$ cat src/rtl/mlp_pkg.sv
// Shared types and width helpers for the MLP layer scheduler.
// The default localparams describe the reference 5-neuron, 3-layer configuration.
package mlp_pkg;

    localparam int WIDTH     = 8;
    localparam int N_DEFAULT = 5;
    localparam int M_DEFAULT = 3;

    typedef enum logic [2:0] {
        IDLE,
        MAC,
        DRAIN,
        WB,
        DONE
    } state_t;

    function automatic int widthMin1(input int v);
        return (v > 1) ? $clog2(v) : 1;
    endfunction

    function automatic int addrWidth(input int n, input int m);
        return widthMin1(m * n * (n + 1));
    endfunction

    // k runs 0..N inclusive, so it needs one more code than x_sel does
    function automatic int kWidth(input int n);
        return widthMin1(n + 1);
    endfunction

    function automatic int idxWidth(input int n);
        return widthMin1(n);
    endfunction

    function automatic int layerWidth(input int m);
        return widthMin1(m);
    endfunction

    localparam int AW = addrWidth(N_DEFAULT, M_DEFAULT);
    localparam int KW = kWidth(N_DEFAULT);
    localparam int XW = idxWidth(N_DEFAULT);
    localparam int LW = layerWidth(M_DEFAULT);

endpackage

$ cat src/rtl/mlp_loop_counter.sv
// Nested k (operand), j (neuron) and l (layer) counters.
// Each wraps to 0 when it advances past its final value.
module mlp_loop_counter
    import mlp_pkg::*;
#(
    parameter int N = N_DEFAULT,
    parameter int M = M_DEFAULT
) (
    input  logic                       clk_i,
    input  logic                       rst_i,
    input  logic                       kInc_i,
    input  logic                       nbInc_i,
    output logic [kWidth(N)-1:0]       k_o,
    output logic [idxWidth(N)-1:0]     j_o,
    output logic [layerWidth(M)-1:0]   l_o,
    output logic                       kLast_o,
    output logic                       jLast_o,
    output logic                       lLast_o
);

    localparam int KW = kWidth(N);
    localparam int JW = idxWidth(N);
    localparam int LW = layerWidth(M);

    logic [KW-1:0] k_q, k_d;
    logic [JW-1:0] j_q, j_d;
    logic [LW-1:0] l_q, l_d;

    assign kLast_o = (k_q == KW'(N));
    assign jLast_o = (j_q == JW'(N - 1));
    assign lLast_o = (l_q == LW'(M - 1));

    assign k_o = k_q;
    assign j_o = j_q;
    assign l_o = l_q;

    // nbInc advances the neuron index and carries into the layer index
    always_comb begin
        k_d = k_q;
        j_d = j_q;
        l_d = l_q;
        if (kInc_i) begin
            k_d = kLast_o ? '0 : k_q + KW'(1);
        end
        if (nbInc_i) begin
            if (jLast_o) begin
                j_d = '0;
                l_d = lLast_o ? '0 : l_q + LW'(1);
            end else begin
                j_d = j_q + JW'(1);
            end
        end
    end

    always_ff @(posedge clk_i) begin
        if (rst_i) begin
            k_q <= '0;
            j_q <= '0;
            l_q <= '0;
        end else begin
            k_q <= k_d;
            j_q <= j_d;
            l_q <= l_d;
        end
    end

endmodule

$ cat src/rtl/mlp_layer_scheduler.sv
// Sequences weight reads, MAC operations and activation write-back
// for an M-layer, N-neuron MLP using ping-pong activation buffers.
module mlp_layer_scheduler
    import mlp_pkg::*;
#(
    parameter int N = N_DEFAULT,
    parameter int M = M_DEFAULT
) (
    input  logic                       clk_i,
    input  logic                       rst_i,
    input  logic                       soc_i,
    output logic                       busy_o,
    output logic                       eoc_o,
    output logic                       wmem_rd_en_o,
    output logic [addrWidth(N,M)-1:0]  wmem_addr_o,
    output logic                       mac_clr_o,
    output logic                       mac_en_o,
    output logic [idxWidth(N)-1:0]     x_sel_o,
    output logic                       bias_sel_o,
    output logic                       src_ext_o,
    output logic                       rd_buf_o,
    output logic                       act_wr_en_o,
    output logic [idxWidth(N)-1:0]     act_wr_idx_o,
    output logic                       wr_buf_o,
    output logic [layerWidth(M)-1:0]   layer_idx_o
);

    localparam int AW = addrWidth(N, M);
    localparam int KW = kWidth(N);
    localparam int XW = idxWidth(N);
    localparam int LW = layerWidth(M);
    localparam logic [AW-1:0] L_STRIDE = AW'(N * (N + 1));
    localparam logic [AW-1:0] J_STRIDE = AW'(N + 1);

    state_t state_q, state_d;

    logic [KW-1:0] k;
    logic [XW-1:0] j;
    logic [LW-1:0] l;
    logic          kLast, jLast, lLast;
    logic          rdEn, inWb, active;
    logic [AW-1:0] addrNow;

    logic          macEn_q;
    logic          biasSel_q;
    logic [XW-1:0] xSel_q;
    logic [AW-1:0] addrHold_q;
    logic [XW-1:0] wrIdxHold_q;

    mlp_loop_counter #(.N(N), .M(M)) u_counter (
        .clk_i   (clk_i),
        .rst_i   (rst_i),
        .kInc_i  (rdEn),
        .nbInc_i (inWb),
        .k_o     (k),
        .j_o     (j),
        .l_o     (l),
        .kLast_o (kLast),
        .jLast_o (jLast),
        .lLast_o (lLast)
    );

    assign rdEn    = (state_q == MAC);
    assign inWb    = (state_q == WB);
    assign active  = (state_q == MAC) || (state_q == DRAIN) || (state_q == WB);
    assign addrNow = AW'(l) * L_STRIDE + AW'(j) * J_STRIDE + AW'(k);

    always_comb begin
        state_d = state_q;
        case (state_q)
            IDLE:    if (soc_i) state_d = MAC;
            MAC:     if (kLast) state_d = DRAIN;
            DRAIN:   state_d = WB;
            WB:      state_d = (jLast && lLast) ? DONE : MAC;
            DONE:    state_d = IDLE;
            default: state_d = IDLE;
        endcase
    end

    // MAC-side strobes trail the weight read by the memory's one-cycle latency
    always_ff @(posedge clk_i) begin
        if (rst_i) begin
            state_q     <= IDLE;
            macEn_q     <= 1'b0;
            biasSel_q   <= 1'b0;
            xSel_q      <= '0;
            addrHold_q  <= '0;
            wrIdxHold_q <= '0;
        end else begin
            state_q   <= state_d;
            macEn_q   <= rdEn;
            biasSel_q <= rdEn && kLast;
            if (rdEn && !kLast) xSel_q <= k[XW-1:0];
            if (rdEn) addrHold_q <= addrNow;
            if (inWb) wrIdxHold_q <= j;
        end
    end

    // Buffer routing is only meaningful while a layer is in flight
    always_comb begin
        busy_o       = (state_q != IDLE);
        eoc_o        = (state_q == DONE);
        wmem_rd_en_o = rdEn;
        wmem_addr_o  = rdEn ? addrNow : addrHold_q;
        mac_clr_o    = rdEn && (k == '0);
        mac_en_o     = macEn_q;
        x_sel_o      = xSel_q;
        bias_sel_o   = biasSel_q;
        act_wr_en_o  = inWb;
        act_wr_idx_o = inWb ? j : wrIdxHold_q;
        layer_idx_o  = l;
        src_ext_o    = active && (l == '0);
        rd_buf_o     = active && (l != '0) && !l[0];
        wr_buf_o     = active && l[0];
    end

endmodule

$ cat config.mk
export PLATFORM = sky130hd
export DESIGN_NAME = mlp_layer_scheduler
export DESIGN_NICKNAME = d
export VERILOG_FILES = /design/src/rtl/mlp_pkg.sv /design/src/rtl/mlp_loop_counter.sv /design/src/rtl/mlp_layer_scheduler.sv
export SDC_FILE = /design/constraint.sdc
export NUM_CORES = 1
export LEC_CHECK = 0
export CAP_MARGIN = 20
export CELL_PAD_IN_SITES_DETAIL_PLACEMENT = 1
export CELL_PAD_IN_SITES_GLOBAL_PLACEMENT = 1
export CORE_UTILIZATION = 41
export DETAILED_ROUTE_END_ITERATION = 12
export GPL_ROUTABILITY_DRIVEN = 0
export HOLD_SLACK_MARGIN = 0.1
export PLACE_DENSITY = 0.82
export SYNTH_ARGS = -nofsm -noshare
export SYNTH_HDL_FRONTEND = slang
export SYNTH_SLANG_ARGS = --single-unit
$ cat constraint.sdc
create_clock -name clk_i -period 6.8 [get_ports clk_i]
set_clock_uncertainty 0.15 [all_clocks]
set_input_delay 1.36 -clock clk_i [delete_from_list [all_inputs] [get_ports clk_i]]
set_output_delay 1.36 -clock clk_i [all_outputs]
set_load 0.01 [all_outputs]
==> out/summary.txt <==
critical path startpoint category: flop
Slew headroom: 35.3%
die width: 62.1 um
Max-cap violations: 0
Syn. warnings: 0
IO Count: 28
#FFs+latches synth: 26
FILL cells: 415
All-Layer GR Usage: 20.2%
Buffers on Ports: 27
CP max-delay cell: clkdlybuf4s50_1
Hold-fix buffers, CTS: 0
Seq/Total Area, Yosys: 35.2%
CP top delay family: adder cells
# DRC: 0
CP max stage delay: 0.55 ns
Setup crit end kind: output pin
Post-Syn Area per Cell: 8.51 um2
die extent in y: 62.1 um
Initial Util: 43.7%
DR vias/cell: 5.18
Crit path depth: 11
Pleak: 0.784 nW
drt wl/cell: 14.3 um
# diodes: 0
Reg2Reg Setup Slack: 3.77 ns
initial antenna violation count: 0
first-pass GRT wire length: 5710 um
worst path cell trace: inv_1, ha_1, fa_1, ha_1, inv_1, fa_1, nand2b_1, a21oi_1, xnor2_1, a21oi_1, clkdlybuf4s50_1
final instance area: 1810 um2
reg2reg start: u_counter.l_o[0]$_SDFFE_PP0P_
Finished Layout Cells: 242
Mapped Area: 1480 um2
DPL Wire Length: 2650 um
area grow syn2layout: 22.1%
Final WS setup: 1.76 ns
Fmax achieved: 0.198 GHz
fin crit share: 74.2%
DRT antenna net count: 0
TritonCTS clock tree: built
placed inst area: 1750 um2
Slew Limit Fails: 0
row cnt: 21
final worst path period need: 5.04 ns
critical path class: flop to output pin
Post-CTS Setup Repair Bufs: 0
Iteration-0 DRC Markers: 41
number of buffers created by CTS: 3
CP max FO: 6
Root Driver: clkbuf_4
post-synth cell types: 32
cells after synthesis: 174
Worst Tran Pin Value: 0.967 ns
total die area: 3850 um2
worst reg-to-reg path cell count: 10
setup TNS: 0 ns
Clock Pin Slew Worst Setup and Hold Paths: 0.15 ns
Routed WL: 3470 um
Worst setup endpoint: wmem_addr_o[6]
Hold Vio Cnt, Final: 0
placed insts: 238
vias in the first global route: 1,245
Resize count post-CTS: 0
Crit path required time: 5.29 ns
via count: 1,253
Power, Total: 302 uW
Clock Sinks: 26
total core area: 3390 um2
H-tree levels: 1
outcome: finished clean
Remaining Overflow, GRT: 0
beginning of the critical path: u_counter.l_o[0]$_SDFFE_PP0P_
fin nets: 221
maximum vdd drop: 0.0000602 V
Clk Latency, worst-skew pair: 0.32 ns
clk buf depth: 2
Hold WC Path Type: flop to flop
layout cells sized above 1: 2.55%
FF-to-FF End: addrHold_q[6]$_SDFF_PP0_
CP bufs+invs: 3
RSZ-0062 raised after global routing: no
WP data arrival: 3.53 ns
pin count of the biggest net entering global routing: 29
power per standard cell area: 167 nW/um2
TritonRoute pass-1 iters: 4
syn nets: 198
DP Worst Slack: 2.14 ns
final setup vio count: 0
[tightest hold or removal path, stage by stage (launching register included)]
cell and delay [ns]:
dfxtp_1 0.33, nand2_1 0.07, a21oi_1 0.06
[cell usage after synthesis]
| library cell | n | area, um2 |
|---|---|---|
| nor2_1 | 17 | 63.8 |
| a21o_1 | 3 | 22.5 |
| nor4_1 | 3 | 18.8 |
| nor3_1 | 9 | 45.0 |
| nand2_1 | 17 | 63.8 |
| nor2b_1 | 7 | 43.8 |
| nand3b_1 | 4 | 30.0 |
| o21ai_0 | 9 | 45.0 |
| nand2b_1 | 1 | 6.26 |
| a22oi_1 | 1 | 7.51 |
| inv_1 | 13 | 48.8 |
| nand4b_1 | 1 | 8.76 |
| buf_2 | 1 | 5.00 |
| mux2i_1 | 1 | 10.0 |
| xor2_1 | 4 | 35.0 |
| or3_1 | 1 | 6.26 |
| nand3_1 | 3 | 15.0 |
| or3b_1 | 1 | 8.76 |
| buf_6 | 2 | 22.5 |
| dfxtp_1 | 26 | 521 |
| and2_1 | 2 | 12.5 |
| a211oi_1 | 1 | 7.51 |
| clkbuf_1 | 5 | 18.8 |
| ha_1 | 17 | 213 |
| buf_4 | 1 | 7.51 |
| fa_1 | 4 | 80.1 |
| a21oi_1 | 14 | 70.1 |
| and3_1 | 1 | 6.26 |
| inv_2 | 1 | 3.75 |
| or4_1 | 1 | 7.51 |
| xnor2_1 | 2 | 17.5 |
| a221oi_1 | 1 | 8.76 |
[cells in the final DEF, fill, tap and decap left out, types with 2 or more instances in the layout]
cell | synthesis | final
a21o_1 | 3 | 3
a21oi_1 | 14 | 14
and2_1 | 2 | 2
clkbuf_4 | 0 | 3
clkdlybuf4s50_1 | 0 | 27
dfxtp_1 | 26 | 26
fa_1 | 4 | 4
ha_1 | 17 | 17
inv_1 | 13 | 13
nand2_1 | 17 | 17
nand3_1 | 3 | 3
nand3b_1 | 4 | 4
nor2_1 | 17 | 17
nor2b_1 | 7 | 7
nor3_1 | 9 | 9
nor4_1 | 3 | 3
o21ai_0 | 9 | 9
xnor2_1 | 2 | 2
xor2_1 | 4 | 4
[kinds of logic after synthesis]
family	Yosys count	synth area share [%]
AO/OA/AOI/OAI	29	10.9
XOR/XNOR	6	3.55
adder cells (fa/ha/maj)	21	19.8
buffers and inverters	23	7.18
flip-flops	26	35.2
multiplexers	1	0.676
AND/OR/NAND/NOR	68	22.7
[stage by stage]
stage	utilization [%]	hold slack, ns
2_1_floorplan	-	0.294
3_5_place_dp	51.8	0.321
3_3_place_gp	51.8	0.301
5_1_grt	53.3	0.382
6_report	53.3	0.338
4_1_cts	53.3	0.342
[registers in the layout (all words and copies together) (netlist names), 2 cells and up]
| name | cells |
|---|---|
| u_counter.k_o | 3 |
| state_q | 3 |
| addrHold_q | 7 |
| u_counter.l_o | 2 |
| u_counter.j_o | 3 |
| wrIdxHold_q | 3 |
| x_sel_o | 3 |
[power breakdown]
group / switching [mW] / internal (mW) / leakage, nW
clock network: 0.0468 / 0.0595 / 0.0279
registers: 0.00388 / 0.157 / 0.211
logic: 0.0189 / 0.0163 / 0.546
[layout make-up]
type	instances	area, um2	share of cell area, %
Clock buffer	3	22.5	1.25
Tap cell	46	57.6	3.19
Timing Repair Buffer	27	270	15.0
Multi-Input combinational cell	125	853	47.2
Clock inverter	1	30.0	1.66
Sequential cell	26	520	28.8
Inverter	14	52.6	2.91
[routing by layer]
layer | part of all wire, % | track usage [%]
met1 | 44 | 24.7
met2 | 52 | 37.2
met3 | 3.3 | 2.69
met4 | 0.58 | 4.76
met5 | 0 | 0
[worst min-delay path by stage]
stage                              from                        to  slack (ns)  cells past startpoint
2_1_floorplan  addrHold_q[2]$_SDFF_PP0_  addrHold_q[2]$_SDFF_PP0_        0.29                      2
4_1_cts        addrHold_q[2]$_SDFF_PP0_  addrHold_q[2]$_SDFF_PP0_        0.34                      2
5_1_grt        addrHold_q[2]$_SDFF_PP0_  addrHold_q[2]$_SDFF_PP0_        0.38                      2
3_3_place_gp   addrHold_q[2]$_SDFF_PP0_  addrHold_q[2]$_SDFF_PP0_        0.30                      2
6_report       addrHold_q[2]$_SDFF_PP0_  addrHold_q[2]$_SDFF_PP0_        0.34                      2
3_5_place_dp   addrHold_q[2]$_SDFF_PP0_  addrHold_q[2]$_SDFF_PP0_        0.32                      2
Note: power is estimated with default switching activity, not from simulation.
